==> config.mk <==
export PLATFORM = sky130hd
export DESIGN_NAME = sc_datamem_io_flat
export DESIGN_NICKNAME = d
export VERILOG_FILES = /design/src/rtl/sc_datamem_io_pkg.sv /design/src/rtl/sc_datamem_io_if.sv /design/src/rtl/sc_datamem_io_dmem_ram.sv /design/src/rtl/sc_datamem_io.sv /design/src/flat_wrapper.sv
export SDC_FILE = /design/constraint.sdc
export NUM_CORES = 1
export LEC_CHECK = 0
export CAP_MARGIN = 20
export CORE_MARGIN = 1.5
export CORE_UTILIZATION = 40
export DETAILED_ROUTE_END_ITERATION = 8
export PLACE_DENSITY_LB_ADDON = 0.2
export SYNTH_ARGS = -nofsm -noshare
export SYNTH_HDL_FRONTEND = slang
export SYNTH_SLANG_ARGS = --single-unit
==> constraint.sdc <==
create_clock -name clock -period 2.2 [get_ports clock]
set_input_delay 0.66 -clock clock [delete_from_list [all_inputs] [get_ports clock]]
set_output_delay 0.66 -clock clock [all_outputs]
set_load 0.02 [all_outputs]
==> src/rtl/sc_datamem_io_pkg.sv <==
// rtl/sc_datamem_io_pkg.sv - shared constants and region decode for sc_datamem_io
// Purpose: I/O register map indices, the address bit that selects RAM vs I/O,
//          and the region-decode helper used by the top level.
package sc_datamem_io_pkg;

  localparam int OUT_BASE   = 0;   // OUT[k] at word index OUT_BASE+k
  localparam int IN_BASE    = 8;   // IN[k] at word index IN_BASE+k
  localparam int CHG_IDX    = 16;  // sticky change flags, write-1-to-clear
  localparam int MASK_IDX   = 17;  // interrupt mask
  localparam int IO_SEL_BIT = 7;   // byte-address bit selecting the I/O window

  typedef enum logic {
    REGION_RAM = 1'b0,
    REGION_IO  = 1'b1
  } region_e;

  function automatic region_e decode_region(input logic [31:0] addr);
    return addr[IO_SEL_BIT] ? REGION_IO : REGION_RAM;
  endfunction

endpackage

==> src/rtl/sc_datamem_io_if.sv <==
// rtl/sc_datamem_io_if.sv - CPU load/store request interface
// Purpose: groups the CPU-side request and load-response signals.
// Signals: req/we/be/addr/wdata from the CPU, rdata/rvalid back to it.
interface sc_datamem_io_if #(
  parameter int DATA_W = 32
);

  logic                  req;
  logic                  we;
  logic [DATA_W/8-1:0]   be;
  logic [31:0]           addr;
  logic [DATA_W-1:0]     wdata;
  logic [DATA_W-1:0]     rdata;
  logic                  rvalid;

  modport master (
    output req, we, be, addr, wdata,
    input  rdata, rvalid
  );

  modport slave (
    input  req, we, be, addr, wdata,
    output rdata, rvalid
  );

endinterface

==> src/rtl/sc_datamem_io_dmem_ram.sv <==
// rtl/sc_datamem_io_dmem_ram.sv - single-port byte-enabled RAM with registered read
// Purpose: data RAM behind the CPU port; array contents are not reset.
// Ports: clock, resetn (read register only), en/we/be/idx/wdata request,
//        rdata registered load result that holds until the next load.
module sc_datamem_io_dmem_ram #(
  parameter int DATA_W     = 32,
  parameter int DEPTH_LOG2 = 5
) (
  input  logic                  clock,
  input  logic                  resetn,
  input  logic                  en,
  input  logic                  we,
  input  logic [DATA_W/8-1:0]   be,
  input  logic [DEPTH_LOG2-1:0] idx,
  input  logic [DATA_W-1:0]     wdata,
  output logic [DATA_W-1:0]     rdata
);

  localparam int NB = DATA_W / 8;

  logic [DATA_W-1:0] mem_q [2**DEPTH_LOG2];
  logic [DATA_W-1:0] rdata_q, rdata_d;

  always_ff @(posedge clock) begin
    if (en && we) begin
      for (int b = 0; b < NB; b++) begin
        if (be[b]) mem_q[idx][b*8 +: 8] <= wdata[b*8 +: 8];
      end
    end
  end

  always_comb begin
    rdata_d = rdata_q;
    if (en && !we) rdata_d = mem_q[idx];
  end

  always_ff @(posedge clock or negedge resetn) begin
    if (!resetn) rdata_q <= '0;
    else         rdata_q <= rdata_d;
  end

  assign rdata = rdata_q;

endmodule

==> src/rtl/sc_datamem_io.sv <==
// rtl/sc_datamem_io.sv - data RAM plus memory-mapped I/O ports for the CPU
// Purpose: decodes CPU loads/stores to the data RAM or the I/O window, holds
//          output port registers, synchronises input ports with sticky change
//          flags and a maskable interrupt, and returns loads one cycle later.
// Ports: clock, resetn (async, active low), bus (slave side of the CPU
//        interface), in_port (async inputs), out_port (registered outputs), irq.
module sc_datamem_io
  import sc_datamem_io_pkg::*;
#(
  parameter int              DATA_W     = 32,
  parameter int              DEPTH_LOG2 = 5,
  parameter int              N_IN       = 2,
  parameter int              N_OUT      = 3,
  parameter logic [DATA_W-1:0] OUT_RST  = '0
) (
  input  logic                    clock,
  input  logic                    resetn,
  sc_datamem_io_if.slave          bus,
  input  logic [N_IN*DATA_W-1:0]  in_port,
  output logic [N_OUT*DATA_W-1:0] out_port,
  output logic                    irq
);

  localparam int NB = DATA_W / 8;

  region_e               region;
  logic [4:0]            io_idx;
  logic [DEPTH_LOG2-1:0] ram_idx;
  logic                  ram_en, io_wr, io_rd;
  logic [DATA_W-1:0]     ram_rdata, io_rval;
  logic                  unused_addr;

  logic [DATA_W-1:0] out_q [N_OUT];
  logic [DATA_W-1:0] out_d [N_OUT];
  logic [DATA_W-1:0] sync1_q [N_IN];
  logic [DATA_W-1:0] sync1_d [N_IN];
  logic [DATA_W-1:0] sync2_q [N_IN];
  logic [DATA_W-1:0] sync2_d [N_IN];
  logic [DATA_W-1:0] prev_q  [N_IN];
  logic [DATA_W-1:0] prev_d  [N_IN];
  logic [N_IN-1:0]   chg_q, chg_d, mask_q, mask_d, chg_set, chg_clr;
  logic              irq_q, irq_d, rvalid_q, rvalid_d, rd_io_q, rd_io_d;
  logic [DATA_W-1:0] io_rdata_q, io_rdata_d;

  assign region      = decode_region(bus.addr);
  assign io_idx      = bus.addr[6:2];
  assign ram_idx     = bus.addr[DEPTH_LOG2+1:2];
  assign ram_en      = bus.req && (region == REGION_RAM);
  assign io_wr       = bus.req &&  bus.we && (region == REGION_IO);
  assign io_rd       = bus.req && !bus.we && (region == REGION_IO);
  assign unused_addr = ^bus.addr;

  sc_datamem_io_dmem_ram #(
    .DATA_W     (DATA_W),
    .DEPTH_LOG2 (DEPTH_LOG2)
  ) u_ram (
    .clock  (clock),
    .resetn (resetn),
    .en     (ram_en),
    .we     (bus.we),
    .be     (bus.be),
    .idx    (ram_idx),
    .wdata  (bus.wdata),
    .rdata  (ram_rdata)
  );

  // I/O read mux; unmapped indices fall through to zero.
  always_comb begin
    io_rval = '0;
    for (int k = 0; k < N_OUT; k++) begin
      if (io_idx == 5'(OUT_BASE + k)) io_rval = out_q[k];
    end
    for (int k = 0; k < N_IN; k++) begin
      if (io_idx == 5'(IN_BASE + k)) io_rval = sync2_q[k];
    end
    if (io_idx == 5'(CHG_IDX))  io_rval = DATA_W'(chg_q);
    if (io_idx == 5'(MASK_IDX)) io_rval = DATA_W'(mask_q);
  end

  always_comb begin
    rvalid_d   = bus.req && !bus.we;
    rd_io_d    = rd_io_q;
    io_rdata_d = io_rdata_q;
    // Remember which source answered the last load so rdata holds between loads.
    if (rvalid_d) rd_io_d = (region == REGION_IO);
    if (io_rd)    io_rdata_d = io_rval;

    out_d = out_q;
    for (int k = 0; k < N_OUT; k++) begin
      for (int b = 0; b < NB; b++) begin
        if (io_wr && io_idx == 5'(OUT_BASE + k) && bus.be[b])
          out_d[k][b*8 +: 8] = bus.wdata[b*8 +: 8];
      end
    end

    chg_clr = '0;
    mask_d  = mask_q;
    if (io_wr && bus.be[0]) begin
      if (io_idx == 5'(CHG_IDX))  chg_clr = bus.wdata[N_IN-1:0];
      if (io_idx == 5'(MASK_IDX)) mask_d  = bus.wdata[N_IN-1:0];
    end

    chg_set = '0;
    for (int k = 0; k < N_IN; k++) begin
      sync1_d[k] = in_port[k*DATA_W +: DATA_W];
      sync2_d[k] = sync1_q[k];
      prev_d[k]  = sync2_q[k];
      chg_set[k] = (sync2_q[k] != prev_q[k]);
    end
    // A fresh change beats a simultaneous clear.
    chg_d = (chg_q & ~chg_clr) | chg_set;
    irq_d = |(chg_q & mask_q);
  end

  always_ff @(posedge clock or negedge resetn) begin
    if (!resetn) begin
      for (int k = 0; k < N_OUT; k++) out_q[k] <= OUT_RST;
      for (int k = 0; k < N_IN; k++) begin
        sync1_q[k] <= '0;
        sync2_q[k] <= '0;
        prev_q[k]  <= '0;
      end
      chg_q      <= '0;
      mask_q     <= '0;
      irq_q      <= 1'b0;
      rvalid_q   <= 1'b0;
      rd_io_q    <= 1'b0;
      io_rdata_q <= '0;
    end else begin
      out_q      <= out_d;
      sync1_q    <= sync1_d;
      sync2_q    <= sync2_d;
      prev_q     <= prev_d;
      chg_q      <= chg_d;
      mask_q     <= mask_d;
      irq_q      <= irq_d;
      rvalid_q   <= rvalid_d;
      rd_io_q    <= rd_io_d;
      io_rdata_q <= io_rdata_d;
    end
  end

  for (genvar k = 0; k < N_OUT; k++) begin : g_out
    assign out_port[k*DATA_W +: DATA_W] = out_q[k];
  end

  assign bus.rdata  = rd_io_q ? io_rdata_q : ram_rdata;
  assign bus.rvalid = rvalid_q;
  assign irq        = irq_q;

endmodule

==> src/flat_wrapper.sv <==
// flat-port wrapper written by rule: the top's interface ports become plain ports
module sc_datamem_io_flat import sc_datamem_io_pkg::*;
#(
  parameter int              DATA_W     = 32,
  parameter int              DEPTH_LOG2 = 5,
  parameter int              N_IN       = 2,
  parameter int              N_OUT      = 3,
  parameter logic [DATA_W-1:0] OUT_RST  = '0
)
  (clock, resetn, in_port, out_port, irq, bus_req, bus_we, bus_be, bus_addr, bus_wdata, bus_rdata, bus_rvalid);
  sc_datamem_io_if #(.DATA_W(DATA_W)) bus_i ();
  input  logic clock;
  input  logic resetn;
  input  logic [N_IN*DATA_W-1:0] in_port;
  output logic [N_OUT*DATA_W-1:0] out_port;
  output logic irq;
  input wire logic [$bits(bus_i.req)-1:0] bus_req;
  input wire logic [$bits(bus_i.we)-1:0] bus_we;
  input wire logic [$bits(bus_i.be)-1:0] bus_be;
  input wire logic [$bits(bus_i.addr)-1:0] bus_addr;
  input wire logic [$bits(bus_i.wdata)-1:0] bus_wdata;
  output wire logic [$bits(bus_i.rdata)-1:0] bus_rdata;
  output wire logic [$bits(bus_i.rvalid)-1:0] bus_rvalid;
  assign bus_i.req = bus_req;
  assign bus_i.we = bus_we;
  assign bus_i.be = bus_be;
  assign bus_i.addr = bus_addr;
  assign bus_i.wdata = bus_wdata;
  assign bus_rdata = bus_i.rdata;
  assign bus_rvalid = bus_i.rvalid;
  sc_datamem_io #(.DATA_W(DATA_W), .DEPTH_LOG2(DEPTH_LOG2), .N_IN(N_IN), .N_OUT(N_OUT), .OUT_RST(OUT_RST)) u_core (.clock(clock), .resetn(resetn), .bus(bus_i), .in_port(in_port), .out_port(out_port), .irq(irq));
endmodule
# == After elaboration in Yosys (flattened, before gate mapping) ==
# Memories as Yosys holds them, arrays and structs flattened. A register that Yosys moved wholly into a read port is not among the register bits.
# Cells that the tools add are included.
# op_classes
n_reduce_logical,28
eq_ne,8
bitwise_logic,5
muxes,23
# ops
operator,n
$mux 32,8
$ne 32x32->1,2
$logic_and 1x1->1,23
$mux 1,13
$eq 5x4->1 const B,2
$eq 5x5->1 const B,2
$eq 5x1->1 const B,1
$eq 5x2->1 const B,1
$logic_not 5->1,1
$and 2x2->2,2
$mux 2,2
$logic_not 1->1,2
$not 2->2,1
$or 2x2->2,1
$reduce_and 2->1,1
$reduce_or 2->1,1
$not 1->1,1
# totals
ff_bits,327
mem_count,1
ram_bits,1024
wordCells,89
output_inout_bits,130
# mem_list
memory,depth,word_bits,rd,rd_ports_with_merged_regs,wr,line,text
u_core.u_ram.mem_q,32,32,1,1,1,sc_datamem_io_dmem_ram.sv:21,logic [DATA_W-1:0] mem_q [2**DEPTH_LOG2];

# == Longest topological paths before layout ==
# Gate-level depths: netlist of run 1.
# depth
depth_word,8
depth_mapped,9
depth_no_buf,5

# == Hierarchy ==
# A second synthesis of run 1 with hierarchy kept.
# unflattened
hier_cells,2963
area_unflattened_um2,53219.8
# modules_own_cells
mod,cells_each,area_each_um2,seq_area_each_um2,instances
sc_datamem_io_dmem_ram,2088,40878.0,31550.3,1
sc_datamem_io,875,12341.8,8182.8,1

# == Least setup slack after synthesis of run 1 ==
# OpenSTA, ideal clock, no wires.
# synth_path
path_type,input to register
from,input port bus_addr[6]
to,memory u_core.u_ram.mem_q[27][16] (enable)
required_ns,1.817
path_slack_ns,-0.469
stages,6
arrival_time_ns,2.286
setup_time_ns,0.383
path_cell_list,buf_4 -> buf_2 -> buf_2 -> clkbuf_1 -> nand2_1 -> nor3_1
# synth_lines
item,line,text
start: declaration,flat_wrapper.sv:20,input wire logic [$bits(bus_i.addr)-1:0] bus_addr;
end: declaration,sc_datamem_io_dmem_ram.sv:21,
# Straight into the memory's write port.

# == Final worst setup path of run 1 ==
# layout_path
from,register u_core.rd_io_q
to,output port bus_rdata[10]
# layout_via
elab_chain_len,1
# layout_lines
item,line,text
start: declaration,sc_datamem_io.sv:42,"logic irq_q, irq_d, rvalid_q, rvalid_d, rd_io_q, rd_io_d;"
start signal: assignment,sc_datamem_io.sv:138,rd_io_q <= rd_io_d;
$mux 32,sc_datamem_io.sv:147,assign bus.rdata = rd_io_q ? io_rdata_q : ram_rdata;
end: declaration,flat_wrapper.sv:22,output wire logic [$bits(bus_i.rdata)-1:0] bus_rdata;
# No other way between the ends.

==> results.txt, run 1 <==
Critical Path AT - 2.05 ns
Mapped cell area - 52800 um2
Yosys reg bits - 1383
Drt drc - 0
Clk_lat worst skew - 0.78 ns
Clock power share - 0.408
Final period util - 1.23
Drt initial violations - 3411
CP max FO - 9
Final min period - 2.71 ns
Slowest Stage Delay on Critical Path - 0.43 ns
Met3 routed WL - 13000 um
First-pass GRT wire length - 234000 um
DIE HEIGHT - 366 um
Synth-to-Final Area Change - 28.8%
Pre-antenna DRT Iters - 5
Final setup fails - 32
Row count - 133
Crit. End Element - output pin
Grt ovf - 0
Unique masters post-synth - 54
Synth Flop Type - edfxtp_1
Sinks on Clock Net - 1383
GRT Util Overall - 0.245
Min Hold Slack - 0.322 ns
Clk buf depth - 3
Slew margin rel. - 0.574
Final GP Congestion - 0.962
Setup Skew - 0.0243 ns
Largest net degree at the start of global routing - 70
Status - finished with violations
Chip width - 366 um
Crit start category - flip-flop
Vias per cell - 5.63
Placed Cells incl. Taps - 5275
Worst EP required - 1.54 ns
Core area - 131000 um2
WS Path Type - reg -> out
Maxcap violations - 0
Post-synthesis sequential area ratio - 0.753
Post-Route M1 WL - 66800 um
Uppermost layer routed - met5
H-tree levels - 4
Dpl ws - -0.650 ns
Flop pwr share - 0.513
Hold Crit Class - in -> reg
Via count - 31200
DIE AREA - 134000 um2
Finished Layout Cells - 5538
Initial antenna violation count - 13
Final worst setup slack - -0.505 ns
Final Hold Violating Endpoints - 0
Vias in the first global route - 32000
Syn Inst Count - 2931
Synth Warn # - 0
Met2 WL post-DR - 79300 um
DRT antenna net count - 0
Net Switching - 13.0 mW
Crit path max-delay cell type - dfrtp_2
Leakage - 24.2 nW
WL/cell - 29.8 um
Pwr dens - 835 nW/um2
Initial Util - 0.402
Nets - 3803
Final wirelength - 165000 um
Number of synthesized flops with an enable pin - 1024
IO Port Bufs - 239
Cell mode on critical path - buf_4
Slew @ Worst Pin - 0.639 ns
Root Buffer - clkbuf_16
Dpl cell area - 63400 um2
Sw Share - 0.230
Logic pwr share - 0.079
Async SR Flop Fraction - 0.260
RSZ-0062 raised after global routing - yes
Fillers - 10600
Average instance area after synthesis - 18.0 um2
Clk slew on worst S/H paths - 0.06 ns
Cell area after layout - 68000 um2
Post-detail-place hpwl - 120000 um
Mapped Nets - 3067
I/O pin cnt - 266
Number of CTS-inserted buffers - 140
Internal - 43.7 mW
Layout cell share with drive strength beyond 1 - 0.338
F_max - 0.370 GHz
CTS tree - yes
CP delay by family, top - buffers and inverters
Slew Viols, Final - 0
Number of buffers and inverters on the critical path - 3
Peak supply drop - 0.000653 V
CP Cell Sequence - buf_6 > buf_4 > mux2_2 > buf_4
Failing checks - negative setup slack
## layout make-up
type                       count  area [um2]  share of cell area
antenna                        7        17.5            0.000258
clock buffer                 192        3800              0.0559
clock inverter                59         621             0.00913
multi-input combinational   1389       13300               0.196
sequential                  1383       39700               0.585
tap                         1755        2200              0.0323
timing repair buffer         753        8270               0.122
## path summary, 6_finish.rpt
check / slack [ns] / to / startpoint / depth (start not counted)
worst min register to register: 0.35 / u_core.prev_d[54]$_DFF_PN0_ / u_core.sync1_q[54]$_DFF_PN0_ / 0
worst min-delay path: 0.32 / u_core.sync1_q[42]$_DFF_PN0_ / in_port[10] / 1
max in group asynchronous: 1.02 / u_core.out_port[72]$_DFFE_PN0P_ / resetn / 3
min in group asynchronous: 0.45 / u_core.sync1_q[19]$_DFF_PN0_ / resetn / 2
worst max-delay path: -0.51 / bus_rdata[10] / u_core.rd_io_q$_DFFE_PN0P_ / 4
worst max register to register: 0.25 / u_core.chg_q[0]$_DFF_PN0_ / u_core.prev_d[49]$_DFF_PN0_ / 4
## worst reg2reg max path, cell delays in order (launching register included)
cell and delay, ns:
dfrtp_1 0.53, xnor2_1 0.16, nand4_1 0.35, nor4_1 0.59, nand3_1 0.17
## flip-flops by register name (all words and copies together), names as in the netlist, 2 cells and up
signal / cells
u_core.prev_d: 64
u_core.out_port: 96
u_core.sync1_q: 64
u_core.chg_q: 2
u_core.prev_q: 64
u_core.u_ram.rdata: 32
u_core.io_rdata_q: 32
u_core.u_ram.mem_q: 1024
u_core.mask_q: 2
## synthesized netlist by cell type, drive strengths merged (24+ instances only)
master / number / share of area
nor4: 31 / 0.0037
a22o: 24 / 0.0040
o22ai: 66 / 0.0078
o21ai: 82 / 0.0078
nor2: 226 / 0.016
buf: 86 / 0.011
mux4: 166 / 0.071
nand2: 110 / 0.0078
a22oi: 48 / 0.0068
mux2: 133 / 0.028
a31oi: 24 / 0.0028
xnor2: 64 / 0.011
a221oi: 34 / 0.0056
a21oi: 65 / 0.0062
dfrtp: 359 / 0.17
mux2i: 178 / 0.034
clkbuf: 73 / 0.0052
edfxtp: 1024 / 0.58
## placed cells by master (no fill, tap or decap), drive strengths merged, types with 64 or more instances in the layout
| cell | n |
|---|---|
| edfxtp | 1024 |
| buf | 546 |
| mux2 | 133 |
| nor2 | 226 |
| mux2i | 178 |
| a21oi | 65 |
| dfrtp | 359 |
| o21ai | 82 |
| clkbuf | 209 |
| xnor2 | 64 |
| nand2 | 110 |
| mux4 | 166 |
| clkdlybuf4s15 | 86 |
| o22ai | 66 |
| clkdlybuf4s50 | 103 |
## power by group through the flow
| stage | logic, mW | clock network [mW] | registers (mW) |
|---|---|---|---|
| final | 4.49 | 23.2 | 29.1 |
| after global routing | 4.70 | 24.5 | 29.1 |
| after CTS | 4.36 | 23.5 | 29.1 |
| after detailed placement | 4.40 | 0 | 29.6 |
| after global placement | 4.35 | 0 | 29.6 |
| after floorplan | 1.83 | 0 | 29.4 |
## timing repair
action | 4_1_cts | 5_1_grt
resized for setup | 320 | 70
hold endpoints to repair | 56 | 0
pin swaps | 0 | 0
cloned | 0 | 2
buffers inserted | 1 | 1
hold buffers | 1 | 0
setup endpoints to repair | 130 | 43
## stage by stage
stage,power (mW),utilization,TNS (ns)
after global routing,58.4,0.518,-14.44
after detailed placement,34.0,0.483,-575.34
after global placement,33.9,0.483,-602.55
after floorplan,31.2,-,-14.95
after CTS,57.0,0.517,-16.26
final,56.8,0.518,-12.96
## logic make-up after synthesis
group                     synth area share
DFF                                  0.753
muxes                                0.133
and+or+nand+nor                     0.0425
buffers and inverters               0.0163
xor gates and xnor gates            0.0106
AOI/OAI and AO/OA                   0.0445
## routing by layer
layer	vias up	track usage
li1	13000	-
met2	1471	0.394
met4	2	0.0933
met5	-	0
met1	16400	0.333
met3	263	0.0415
Power figures use the tool's default switching activity.
==> inputs of run 2 (changes only) <==
- CORE_UTILIZATION: 40 -> 56
- GPL_ROUTABILITY_DRIVEN: unset -> 0
- MAX_ROUTING_LAYER: unset -> met4
==> run 2 against run 1 <==
Compared with the run above: the run still ends with negative setup slack left; non-clock buffer count grew 5; sequential cell count stayed put; power barely moved; via count is 2.9% higher; cell area down 1.3%; critical path depth unchanged; global-route usage grew 10 points; clock-buffer cell count increased by 6; routed wire length is 3.9% lower; combinational power increased by 2%; sequential share of layout area is 0.77 points higher; critical endpoint is now bus_rdata[14]; largest power group unchanged.
==> results.txt, run 2 (synthesis results as in run 1) <==
Status - finished with violations
Failing checks - negative setup slack
Crit path max-delay cell type - dfrtp_2
RSZ-0062 raised after global routing - yes
Grt ovf - 0 (unchanged)
Clk buf depth - 3 (unchanged)
Crit Reg-Reg Startpoint - u_core.u_ram.mem_q[30][7]$_DFFE_PP_
Post-route total power - 56.8 mW (about the same)
Synth-to-Final Area Change - 27.2%
Vias in the first global route - 32300 (+0.97%)
Nets - 3806 (+0.079%)
Dpl cell area - 62500 um2 (-1.4%)
Final setup fails - 32 (unchanged)
Dpl ws - -0.857 ns (-0.207 ns)
Hold path startpoint - in_port[2]
DIE HEIGHT - 310 um (-15%)
Final min period - 2.67 ns (-0.0350 ns)
Number of buffers and inverters on the critical path - 3 (unchanged)
Largest net degree at the start of global routing - 58 (-17%)
Clk_lat worst skew - 0.77 ns (about the same)
Peak supply drop - 0.000788 V (+21%)
I/O pin cnt - 266 (unchanged)
Final period util - 1.21 (-0.0159)
Clock power share - 0.406 (-0.002)
WL/cell - 31.5 um (+5.4%)
Final worst setup slack - -0.470 ns (+0.0350 ns)
CTS tree - yes
Sinks on Clock Net - 1383 (unchanged)
Hold Crit Class - in -> reg
Most frequent cells in the layout - edfxtp_1 (1024), buf_4 (380), dfrtp_1 (354)
Flop pwr share - 0.513 (about the same)
Seq. cell area - 39700 um2 (about the same)
Leading cell type in the layout, fill and taps excluded - edfxtp_1
Row count - 112 (-16%)
CP delay by family, top - flip-flops
Clk slew on worst S/H paths - 0.06 ns (about the same)
Worst r2r dst - u_core.u_ram.rdata[7]$_DFFE_PN0P_
H-tree levels - 4 (unchanged)
Vias per cell - 6.35 (+13%)
Cells on worst reg2reg path - 5 (+1)
Slew margin rel. - 0.492 (-0.0814)
CP max FO - 5 (-4)
Drt drc - 0 (unchanged)
Logic pwr share - 0.081 (+0.002)
Net Switching - 13.0 mW (-0.34%)
Sw Share - 0.229 (-0.000750)
First-pass GRT wire length - 227000 um (-2.8%)
Leakage - 24.4 nW (+0.80%)
Max reg flops - 1024 (unchanged)
Placed Cells incl. Taps - 4779 (-9.4%)
Chip width - 310 um (-15%)
Final Hold Violating Endpoints - 0 (unchanged)
Initial Util - 0.565 (+0.163)
Core area - 93300 um2 (-29%)
Slowest Stage Delay on Critical Path - 0.49 ns (+0.06 ns)
Crit start category - flip-flop
Register bank with the most flops - u_core.u_ram.mem_q
R2R Setup Slk - 0.27 ns (+0.02 ns)
Critical Path AT - 2.01 ns (-0.04 ns)
Worst EP required - 1.54 ns (about the same)
Initial antenna violation count - 9 (-4)
Min-Delay Endpoint - u_core.sync1_q[34]$_DFF_PN0_
IO Port Bufs - 239 (unchanged)
Pwr dens - 846 nW/um2 (+1.3%)
Final wirelength - 159000 um (-3.9%)
Cell area after layout - 67100 um2 (-1.3%)
Internal - 43.8 mW (about the same)
Fillers - 5648 (-47%)
Drt initial violations - 4348 (+27%)
DRT antenna net count - 0 (unchanged)
Hold path depth - 1 (unchanged)
Slew @ Worst Pin - 0.758 ns (+0.119 ns)
Pre-antenna DRT Iters - 6 (+1)
Finished Layout Cells - 5047 (-8.9%)
Crit. End Element - output pin
Layout cell share with drive strength beyond 1 - 0.335 (-0.00327)
Multi-input logic area - 13400 um2 (+0.31%)
Root Buffer - clkbuf_16
Number of CTS-inserted buffers - 138 (-1.4%)
CP Cell Sequence - buf_12 > buf_16 > mux2_4 > buf_6
DIE AREA - 96100 um2 (-28%)
WS Path Type - reg -> out
Maxcap violations - 0 (unchanged)
Slew Viols, Final - 0 (unchanged)
GRT Util Overall - 0.347 (+0.102)
F_max - 0.374 GHz (+1.3%)
Via count - 32100 (+2.9%)
Post-detail-place hpwl - 111000 um (-7.2%)
Setup Skew - 0.0260 ns (+0.00170 ns)
-- run 2: changes by cell type in the layout (fill, tap and decap cells not counted), sizes merged --
cell | previous run | this run
buf | 546 | 556
bufinv | 9 | 6
clkbuf | 209 | 203
clkdlybuf4s15 | 86 | 40
diode | 7 | 10
dlygate4sd2 | 0 | 53
inv | 8 | 7
-- run 2: per-stage QoR --
stage | utilization | TNS, ns | hold slack [ns]
floorplan | - | -14.95 | 0.331
global placement | 0.669 | -668.94 | 0.334
CTS | 0.719 | -14.50 | 0.302
global route | 0.719 | -13.38 | 0.323
detailed placement | 0.669 | -681.37 | 0.335
finish | 0.719 | -13.10 | 0.329
-- run 2: worst reg2reg max path: cells and delay by family (launching register included) --
kind,cells,cell delay (ns)
flip-flops,1,0.38
AO/OA/AOI/OAI,3,0.78
buffers and inverters,1,0.18
multiplexers,1,0.48
-- run 2: power groups by stage --
stage / logic [mW] / registers (mW) / clock network [mW]
after floorplan: 1.83 / 29.4 / 0
after global placement: 4.31 / 29.6 / 0
after detailed placement: 4.40 / 29.6 / 0
after CTS: 4.51 / 29.1 / 23.2
after global routing: 4.75 / 29.1 / 24.2
final: 4.57 / 29.1 / 23.1
-- run 2: worst max path at each step --
stage / slack (ns) / start / cells after the start / to
floorplan: -0.07 / bus_addr[6] / 7 / u_core.u_ram.mem_q[13][0]$_DFFE_PP_
global placement: -0.85 / bus_we / 7 / u_core.u_ram.rdata[5]$_DFFE_PN0P_
detailed placement: -0.86 / bus_req / 7 / u_core.u_ram.rdata[5]$_DFFE_PN0P_
CTS: -0.52 / u_core.rd_io_q$_DFFE_PN0P_ / 5 / bus_rdata[11]
global route: -0.48 / u_core.rd_io_q$_DFFE_PN0P_ / 4 / bus_rdata[20]
finish: -0.47 / u_core.rd_io_q$_DFFE_PN0P_ / 4 / bus_rdata[14]
-- run 2: what timing repair did --
item                                    4_1_cts  5_1_grt
setup buffers                                 3        1
hold buffers                                  1        0
cloned                                        3        0
hold endpoints to repair                     44        0
endpoints found under the setup margin      131       61
resized for setup                           359       30
-- run 2: cell type report --
| class | instances | area share |
|---|---|---|
| clock buffers | 198 | 0.0584 |
| repair buffers | 758 | 0.118 |
| flip-flops and latches | 1383 | 0.592 |
| multi-input cells | 1389 | 0.199 |
| clock inverters | 55 | 0.00791 |
| diodes | 10 | 0.000373 |
| well taps | 1254 | 0.0234 |
-- run 2: layer usage --
layer  up-vias  part of all wire  GRT usage
met2      2127              0.47      0.522
li1      13000                 -          -
met3       386              0.10     0.0706
met5         -                 0          -
met1     16500              0.38      0.465
met4         0             0.048      0.153
